<file path="src/rtl/ser_tx_pkg.sv">
// Shared definitions for the serializer and the downstream detector bench.
package ser_tx_pkg;
   localparam int DEF_WIDTH = 8;

   typedef enum logic [1:0] {
      ST_IDLE  = 2'b01,
      ST_SHIFT = 2'b10
   } state_t;
endpackage

</file>
<file path="src/rtl/ser_tx_if.sv">
// Parallel load handshake plus serial output bundle of the serializer.
interface ser_tx_if #(parameter int WIDTH = 8);
   logic [WIDTH-1:0] din_par;
   logic             load;
   logic             ready;
   logic             dout;
   logic             dout_vld;
   logic             word_done;
   logic             busy;

   modport master (output din_par, load,
                   input  ready, dout, dout_vld, word_done, busy);
   modport slave  (input  din_par, load,
                   output ready, dout, dout_vld, word_done, busy);
endinterface

</file>
<file path="src/rtl/ser_tx.sv">
// Parallel-to-serial converter: one-word holding register feeding a shifter,
// reloading on the last-bit edge so consecutive words stream without a gap.
module ser_tx
   import ser_tx_pkg::*;
#(
   parameter int WIDTH     = DEF_WIDTH,
   parameter bit MSB_FIRST = 1'b1
) (
   input  logic     clk,
   input  logic     rst_n,
   input  logic     clr,
   ser_tx_if.slave  bus
);
   localparam int CW = $clog2(WIDTH);

   state_t           r_state, w_next;
   logic [WIDTH-1:0] r_hold, r_shift, w_shift_nxt;
   logic             r_hold_full;
   logic [CW-1:0]    r_cnt;
   logic             w_last, w_take, w_accept, w_vld, w_done;

   assign w_last   = (r_state == ST_SHIFT) && (r_cnt == CW'(WIDTH-1));
   // hold drains into the shifter from IDLE or on the last-bit edge
   assign w_take   = r_hold_full && ((r_state == ST_IDLE) || w_last);
   assign w_accept = bus.load && !r_hold_full;
   assign w_shift_nxt = MSB_FIRST ? {r_shift[WIDTH-2:0], 1'b0}
                                  : {1'b0, r_shift[WIDTH-1:1]};

   always_ff @(posedge clk or negedge rst_n) begin
      if (!rst_n) r_state <= ST_IDLE;
      else        r_state <= w_next;
   end

   always_comb begin
      w_next = r_state;
      if (clr) begin
         w_next = ST_IDLE;
      end else begin
         unique case (r_state)
            ST_IDLE:  if (r_hold_full) w_next = ST_SHIFT;
            ST_SHIFT: if (w_last && !r_hold_full) w_next = ST_IDLE;
            default:  w_next = ST_IDLE;
         endcase
      end
   end

   always_comb begin
      w_vld  = 1'b0;
      w_done = 1'b0;
      unique case (r_state)
         ST_SHIFT: begin
            w_vld  = 1'b1;
            w_done = w_last;
         end
         default: ;
      endcase
   end

   always_ff @(posedge clk or negedge rst_n) begin
      if (!rst_n) begin
         r_hold      <= '0;
         r_hold_full <= 1'b0;
         r_shift     <= '0;
         r_cnt       <= '0;
      end else if (clr) begin
         r_hold_full <= 1'b0;
         r_shift     <= '0;
         r_cnt       <= '0;
      end else begin
         if (w_take) begin
            r_shift     <= r_hold;
            r_cnt       <= '0;
            r_hold_full <= 1'b0;
         end else if (r_state == ST_SHIFT) begin
            // shifter is zeroed on exit so dout idles low
            r_shift <= w_last ? '0 : w_shift_nxt;
            r_cnt   <= w_last ? '0 : r_cnt + CW'(1);
         end
         if (w_accept) begin
            r_hold      <= bus.din_par;
            r_hold_full <= 1'b1;
         end
      end
   end

   assign bus.ready     = !r_hold_full;
   assign bus.dout      = MSB_FIRST ? r_shift[WIDTH-1] : r_shift[0];
   assign bus.dout_vld  = w_vld;
   assign bus.word_done = w_done;
   assign bus.busy      = (r_state == ST_SHIFT) || r_hold_full;
endmodule

</file>
<file path="src/flat_wrapper.sv">
// flat-port wrapper written by rule: the top's interface ports become plain ports
module ser_tx_flat import ser_tx_pkg::*;
#(
   parameter int WIDTH     = DEF_WIDTH,
   parameter bit MSB_FIRST = 1'b1
)
  (clk, rst_n, clr, bus_din_par, bus_load, bus_ready, bus_dout, bus_dout_vld, bus_word_done, bus_busy);
  ser_tx_if #(.WIDTH(WIDTH)) bus_i ();
  input  logic clk;
  input  logic rst_n;
  input  logic clr;
  input wire logic [$bits(bus_i.din_par)-1:0] bus_din_par;
  input wire logic [$bits(bus_i.load)-1:0] bus_load;
  output wire logic [$bits(bus_i.ready)-1:0] bus_ready;
  output wire logic [$bits(bus_i.dout)-1:0] bus_dout;
  output wire logic [$bits(bus_i.dout_vld)-1:0] bus_dout_vld;
  output wire logic [$bits(bus_i.word_done)-1:0] bus_word_done;
  output wire logic [$bits(bus_i.busy)-1:0] bus_busy;
  assign bus_i.din_par = bus_din_par;
  assign bus_i.load = bus_load;
  assign bus_ready = bus_i.ready;
  assign bus_dout = bus_i.dout;
  assign bus_dout_vld = bus_i.dout_vld;
  assign bus_word_done = bus_i.word_done;
  assign bus_busy = bus_i.busy;
  ser_tx #(.WIDTH(WIDTH), .MSB_FIRST(MSB_FIRST)) u_core (.clk(clk), .rst_n(rst_n), .clr(clr), .bus(bus_i));
endmodule
</file>
<file path="config.mk">
export PLATFORM = sky130hd
export DESIGN_NAME = ser_tx_flat
export DESIGN_NICKNAME = d
export VERILOG_FILES = /design/src/rtl/ser_tx_pkg.sv /design/src/rtl/ser_tx_if.sv /design/src/rtl/ser_tx.sv /design/src/flat_wrapper.sv
export SDC_FILE = /design/constraint.sdc
export NUM_CORES = 1
export LEC_CHECK = 0
export BUFFER_PORTS_ARGS = -buffer_cell sky130_fd_sc_hd__buf_2
export CORE_MARGIN = 2
export CORE_UTILIZATION = 58
export CTS_BUF_LIST = sky130_fd_sc_hd__clkbuf_8
export CTS_CLUSTER_SIZE = 20
export DETAILED_ROUTE_END_ITERATION = 6
export PLACE_DENSITY = 0.81
export SYNTH_ARGS = -nofsm -noshare
export SYNTH_HDL_FRONTEND = slang
export SYNTH_SLANG_ARGS = --single-unit
</file>
<file path="constraint.sdc">
create_clock -name clk -period 1.82 [get_ports clk]
set_input_delay 0.182 -clock clk [delete_from_list [all_inputs] [get_ports clk]]
set_output_delay 0.182 -clock clk [all_outputs]
set_load 0.05 [all_outputs]
</file>
==> results of run 1 <==
-- critical path, delay by kind of cell (launching register included) --
kind          cells  cell delay (ns)
flops             1             0.38
simple gates      1             0.16
fa+ha+maj         2             0.43
buf+inv           2             0.30
-- state kept, by name, summed over array words and instances (netlist names) --
| name | count |
|---|---|
| u_core.r_shift | 8 |
| u_core.r_hold_full | 1 |
| u_core.r_cnt | 3 |
| u_core.r_state | 2 |
| u_core.r_hold | 8 |
-- how the worst max path moves through the flow --
stage	to	cells past startpoint	slack, ns	startpoint
after floorplan	u_core.r_shift[7]$_DFFE_PN0P_	7	0.22	u_core.r_cnt[0]$_DFFE_PN0P_
after CTS	bus_dout_vld	3	0.07	u_core.r_state[0]$_DFFE_PN1P_
after global routing	bus_word_done	5	0.008	u_core.r_cnt[0]$_DFFE_PN0P_
after global placement	bus_word_done	5	0.21	u_core.r_cnt[0]$_DFFE_PN0P_
final	bus_word_done	5	0.10	u_core.r_cnt[0]$_DFFE_PN0P_
after detailed placement	bus_word_done	5	0.14	u_core.r_cnt[0]$_DFFE_PN0P_
-- per-layer routing --
metal | global-route usage, % | wire length, um | vias to the layer above
met1 | 31.7 | 1050 | 438
met5 | 0 | 0 | -
li1 | - | - | 417
met2 | 32.7 | 1090 | 30
met3 | 5.15 | 102 | 11
met4 | 10.2 | 75 | 0
-- synthesized netlist by cell type --
library cell	n	area share (%)
dfrtp_1	21	44
nor3_1	10	4.2
mux2_4	8	10
buf_6	5	4.7
nor2_1	5	1.6
nor4_1	5	2.6
buf_4	4	2.5
nor2b_1	4	2.1
o32ai_1	4	2.9
a221oi_1	3	2.2
nand3b_1	3	1.9
o21ai_0	3	1.3
a21boi_0	2	1.3
a21oi_1	2	0.83
a311oi_1	2	1.5
ha_1	2	2.1
inv_1	2	0.63
inv_2	2	0.63
mux2i_1	2	1.7
nand2_1	2	0.63
nand3_1	2	0.83
o21a_1	2	1.3
a211oi_1	1	0.63
a41o_1	1	0.83
and2_4	1	0.73
and2b_1	1	0.63
and3_4	1	0.94
and3b_1	1	0.73
dfstp_2	1	2.2
inv_4	1	0.52
nand2b_1	1	0.52
nand2b_2	1	0.73
nor3b_1	1	0.63
-- repair_timing --
action,CTS,global route
hold endpoints to repair,21,0
hold buffers,1,0
setup buffers,1,0
endpoints found under the setup margin,1,2
resized for setup,1,2
-- layout make-up --
type                       instances  area share (%)
sequential                        22            42.4
multi-input combinational         70            42.2
timing repair buffer              18            7.70
clock buffer                       3            3.18
tap                               27            2.60
inverter                           5            1.64
clock inverter                     1           0.289
-- power by group through the flow --
| stage | clock, mW | sequential [mW] | combinational [mW] |
|---|---|---|---|
| 2_1_floorplan | 0 | 0.588 | 0.155 |
| 3_3_place_gp | 0 | 0.600 | 0.181 |
| 3_5_place_dp | 0 | 0.602 | 0.186 |
| 4_1_cts | 0.298 | 0.594 | 0.189 |
| 5_1_grt | 0.329 | 0.604 | 0.204 |
| 6_report | 0.300 | 0.595 | 0.188 |
-- logic make-up (layout without fill, tap and decap cells) --
kind of cell | Yosys count | in the layout
simple gates | 38 | 38
flops | 22 | 22
compound gates | 20 | 20
buf+inv | 14 | 27
mux | 10 | 10
fa+ha+maj | 2 | 2
==> impl_results.md, run 1 <==
- Syn Inst Count: 106
- DRT Pass-1 Iters: 4
- Sequential area share after synthesis: 46.0%
- Maximum vdd drop: 0.000717 V
- Post-synthesis adder-cell area fraction: 2.09%
- Yosys Warn Count: 0
- Reg-to-reg endpoint: u_core.r_shift[1]$_DFFE_PN0P_
- Io pins: 17
- Critical Path RT: 1.64 ns
- Worst r2r path cells: 5
- Via-to-Cell Ratio: 6.14
- Logic pwr share: 17.4%
- Num Clock Sinks: 22
- Root Driver: clkbuf_8
- First-pass GRT wire length: 4160 um
- Final setup viols: 0
- Die W: 49.5 um
- Synth Area in Compound Gates: 12.6%
- Die area: 0.00245 mm^2
- XOR/XNOR Fraction of Synth Area: 0%
- Post-route insts no fill: 146
- Max Clk Rate: 0.583 GHz
- Detailed Route Iter0 Violations: 30
- Initial core utilization: 61.2%
- Synthesized area: 0.00120 mm^2
- Nature of the critical path endpoint: output pin
- Synth Area in Simple Gates: 18.7%
- Hold crit path type: input port to flop
- Critical path class: flop to output pin
- CP Cell Sequence: ha_1 -> ha_2 -> nand3b_1 -> inv_1 -> clkbuf_4
- Half-perimeter wire length after placement: 1640 um
- CP Max Fanout: 10
- Status: completed
- Synth Register Bits: 22
- Via count: 896
- Most frequent cells in the layout: dfrtp_1, buf_2, nor3_1, mux2_4
- Clock Skews: 0.00310 ns
- Routed length per instance: 15.9 um
- GRT Util Overall: 22.4%
- CP arrival: 1.53 ns
- Nets@finish: 134
- Max Cap Viol: 0
- Clock power frac: 27.7%
- CTS H-tree depth: 1
- Core area: 0.00196 mm^2
- Seq pwr share: 54.9%
- Tcrit/Tclk final: 94.3%
- Post-route setup slack: 0.105 ns
- # port buffers: 16
- P_leak: 0.621 nW
- Reg area: 552 um^2
- DRC: 0
- Std cell rows: 16
- Max clock buf depth: 2
- Vias in the first global route: 863
- Die H: 49.5 um
- RSZ-0062 raised after global routing: false
- Share of layout cells above drive strength 1: 30.3%
- Clock latency at the later pin of the worst-skew pair: 0.26 ns
- Final core utilization: 66.3%
- Worst hold path cell count: 2
- Psw: 0.292 mW
- Switching portion of total power: 26.9%
- Cells after DPL: 140
- Post-synthesis mux area share: 11.7%
- Largest net degree at the start of global routing: 23
- Detail Route Antenna Nets: 0
- Initial antenna violation count: 0
- Commonest non-fill, non-tap cell in the layout: dfrtp_1
- Headroom to the max-slew limit: 68.8%
- Cell area after layout: 0.00130 mm^2
- Final Routed Wirelength: 2320 um
- Synth Area per Inst: 11.3 um^2
- CP peak stage delay: 0.38 ns
- Overall power: 1.08 mW
- Final GP Congestion: 0.801
- Worst slew pin tran: 0.467 ns
- CP Launch Type: flop
- PwrDens: 834 mW/mm^2
- Multi-input gate area: 548 um^2
- Fillcell total: 169
- Max Slew Vio Count: 0
- CTS buffer count: 3
- Final Hold Vio Count: 0
- Library cells used by synthesis: 33
- CTS tree: yes
- R2R Setup Slk: 0.25 ns
- Cell Int Power: 0.792 mW
- R2r startpoint: u_core.r_cnt[0]$_DFFE_PN0P_
- Mapped Nets: 120
- DP Area: 0.00123 mm^2
- CP max-delay cell: dfrtp_1
- Post-route setup TNS: 0 ns
- N_diodes: 0
- Hold Crit Endpoint: u_core.r_hold[7]$_DFFE_PN0P_
- Largest family of logic cells by synthesized area: simple AND/OR/NAND/NOR gates
- P&R area growth vs syn: 8.34%
- Fin Hold WS: 0.147 ns
- Dpl ws: 0.138 ns
- CTS clk-pin slew, worst paths: 0.08 ns
- Fin crit period: 1.72 ns
- HP Start: bus_din_par[7]
- Grt total ovfl: 0
Note: power is estimated with default switching activity, not from simulation.
==> run 2: changes to the inputs <==
Settings changed: ABC_AREA from default to 1.
==> run 2 against run 1 <==
Synthesized cell count is 10% higher. Cell area shrank 1.1%. Clock-buffer cell count rose by 1. Highest routed layer unchanged. Clock skew shrank 0.0018 ns. Sequential share of layout area up 0.45 points. Die area is 6.5% lower. Flip-flop and latch count is the same. Combinational power grew 110%.
==> impl_results.md, run 2 <==
- First-pass GRT wire length: 3460 um (-17%)
- Synth cell count leaders: nand2_1, dfrtp_1, nand3_1
- Io pins: 17 (unchanged)
- CP arrival: 1.51 ns (-0.02 ns)
- Tcrit/Tclk final: 92.8% (-1.5 points)
- CP Launch Type: flop
- Yosys top cell area share: 47.1% (+3.3 points)
- Via count: 841 (-6.1%)
- Crit. Startpoint: u_core.r_cnt[0]$_DFFE_PN0P_
- Grt total ovfl: 0 (unchanged)
- Hold crit path type: input port to flop
- RSZ-0062 raised after global routing: false
- Fillcell total: 141 (-17%)
- Status: completed
- Sequential area share after synthesis: 49.5% (+3.5 points)
- Via-to-Cell Ratio: 5.19 (-15%)
- Synthesized area: 0.00111 mm^2 (-7.1%)
- Max Cap Viol: 0 (unchanged)
- Critical path class: flop to output pin
- DRT Pass-1 Iters: 5 (+1)
- Final GP Congestion: 0.847 (+5.8%)
- Commonest non-fill, non-tap cell in the layout: nand2_1
- Nets@finish: 152 (+13%)
- Die W: 47.8 um (-3.3%)
- Most frequent cells in the layout: nand2_1, dfrtp_1, buf_2, nand3_1, mux2_1
- Mapped Nets: 131 (+9.2%)
- # port buffers: 16 (unchanged)
- P&R area growth vs syn: 15.4%
- Reg area: 552 um^2 (unchanged)
- Final Hold Vio Count: 0 (unchanged)
- Clock Skews: 0.00133 ns (-0.00177 ns)
- Initial antenna violation count: 0 (unchanged)
- Num Clock Sinks: 22 (unchanged)
- Max Clk Rate: 0.592 GHz (+1.6%)
- Maximum vdd drop: 0.000791 V (+10%)
- Final setup viols: 0 (unchanged)
- P_leak: 0.692 nW (+11%)
- Initial core utilization: 63.2% (+2.0 points)
- Syn Inst Count: 117 (+10%)
- Synth Register Bits: 22 (unchanged)
- R2r startpoint: u_core.r_cnt[0]$_DFFE_PN0P_
- Fin crit period: 1.69 ns (-0.0272 ns)
- Nature of the critical path endpoint: output pin
- Die area: 0.00229 mm^2 (-6.5%)
- Die H: 47.8 um (-3.3%)
- Async S/R FF share, synth: 100% (unchanged)
- Synth top area cells: dfrtp_1, nand2_1, mux2_1
- Yosys Warn Count: 0 (unchanged)
- GRT Util Overall: 22.0% (-0.35 points)
- Post-route setup TNS: 0 ns (unchanged)
- Half-perimeter wire length after placement: 1520 um (-7.0%)
- CTS clk-pin slew, worst paths: 0.07 ns (about the same)
- Core area: 0.00176 mm^2 (-10%)
- Worst slew pin tran: 0.464 ns (-0.00399 ns)
- CTS buffer count: 3 (unchanged)
- Ys flop type: dfrtp_1
- Top flop regs: u_core.r_hold x8, u_core.r_shift x8, u_core.r_cnt x3
- Headroom to the max-slew limit: 69.1% (+0.27 points)
- Routed length per instance: 12.4 um (-22%)
- Multi-input gate area: 513 um^2 (-6.4%)
- Share of layout cells above drive strength 1: 25.5% (-4.7 points)
- DRC: 0 (unchanged)
- Final Routed Wirelength: 2020 um (-13%)
- CTS tree: yes
- CTS resizes: 0 (-1)
- PwrDens: 1070 mW/mm^2 (+28%)
- Yosys top cell by area: dfrtp_1
- Library cells used by synthesis: 22 (-33%)
- Std cell rows: 15 (-1)
- Clock latency at the later pin of the worst-skew pair: 0.26 ns (about the same)
- Vias in the first global route: 811 (-6.0%)
- N_diodes: 0 (unchanged)
- Synth Area per Inst: 9.53 um^2 (-16%)
- CTS H-tree depth: 1 (unchanged)
- Detail Route Antenna Nets: 0 (unchanged)
- Final core utilization: 72.9% (+6.6 points)
- Root Driver: clkbuf_8
- HP Start: bus_din_par[0]
- CP Max Fanout: 10 (unchanged)
- Post-synth EDFFs: 0 (unchanged)
- Max Slew Vio Count: 0 (unchanged)
- Critical Path RT: 1.64 ns (about the same)
- Largest net degree at the start of global routing: 23 (unchanged)
- Detailed Route Iter0 Violations: 12 (-60%)
- Max clock buf depth: 2 (unchanged)
- Most common cell in the netlist: nand2_1
-- run 2: cell count changes in the layout (fill, tap and decap cells not counted), moves of 3 or more --
cell / previous run / this run
nand2_1: 2 / 39
nor2b_1: 4 / 0
a221oi_1: 3 / 0
inv_1: 3 / 7
mux2_1: 0 / 8
mux2_4: 8 / 0
nand3_1: 2 / 11
o211ai_1: 0 / 7
nor4_1: 5 / 0
nand3b_1: 3 / 0
nor3_1: 10 / 0
o32ai_1: 4 / 0
-- run 2: kinds of logic after synthesis --
group | count (synthesis) | synth area share [%]
AND/OR/NAND/NOR | 61 | 26.9
flip-flops | 22 | 49.5
AO/OA/AOI/OAI | 12 | 8.75
buffers and inverters | 12 | 4.49
multiplexers | 8 | 8.08
adder cells (fa/ha/maj) | 2 | 2.24
-- run 2: path summary, 6_finish.rpt --
check / end / slack, ns / cells past startpoint
setup / recovery: bus_word_done / 0.13 / 5
hold / removal: u_core.r_hold[0]$_DFFE_PN0P_ / 0.13 / 2
setup reg to reg: u_core.r_shift[2]$_DFFE_PN0P_ / 0.27 / 8
hold reg to reg: u_core.r_shift[7]$_DFFE_PN0P_ / 0.48 / 2
max in group asynchronous: u_core.r_state[0]$_DFFE_PN1P_ / 1.07 / 2
min in group asynchronous: u_core.r_hold[1]$_DFFE_PN0P_ / 0.41 / 2
-- run 2: layer usage --
metal	wire, um	GRT usage [%]	vias to the layer above
li1	-	-	426
met1	932	29.0	386
met2	959	33.9	21
met3	67	4.53	8
met4	56	11.9	0
met5	0	0	-
-- run 2: worst max-delay path, cell delays in order (launching register included) --
cell and delay (ns):
dfrtp_1 0.40, ha_1 0.21, ha_1 0.22, nand3_4 0.16, inv_1 0.05, buf_2 0.20
-- run 2: stage by stage --
stage / area (um^2) / total power [mW] / hold slack, ns / setup slack, ns / cells
2_1_floorplan: 1110 / 0.941 / -0.114 / 0.117 / 117
3_3_place_gp: 1220 / 1.02 / 0.160 / 0.361 / 157
3_5_place_dp: 1220 / 1.04 / 0.164 / 0.286 / 157
4_1_cts: 1290 / 1.38 / 0.132 / 0.125 / 162
5_1_grt: 1290 / 1.46 / 0.132 / 0.0572 / 162
6_report: 1290 / 1.38 / 0.131 / 0.132 / 162
-- run 2: cell type report --
class / count / share of cell area, %
multi-input cells: 83 / 39.9
clock buffers: 4 / 4.28
inverters: 10 / 2.92
flip-flops and latches: 22 / 42.9
well taps: 25 / 2.43
repair buffers: 18 / 7.59
-- run 2: report_power, final --
| group | leakage, nW | internal [mW] | switching (mW) |
|---|---|---|---|
| clock | 0.0288 | 0.192 | 0.147 |
| sequential | 0.283 | 0.570 | 0.0629 |
| combinational | 0.381 | 0.126 | 0.278 |
-- run 2: timing repair --
| item | in CTS | in global routing |
|---|---|---|
| setup buffers | 0 | 0 |
| endpoints found under the hold margin | 21 | 0 |
| hold buffers | 1 | 0 |
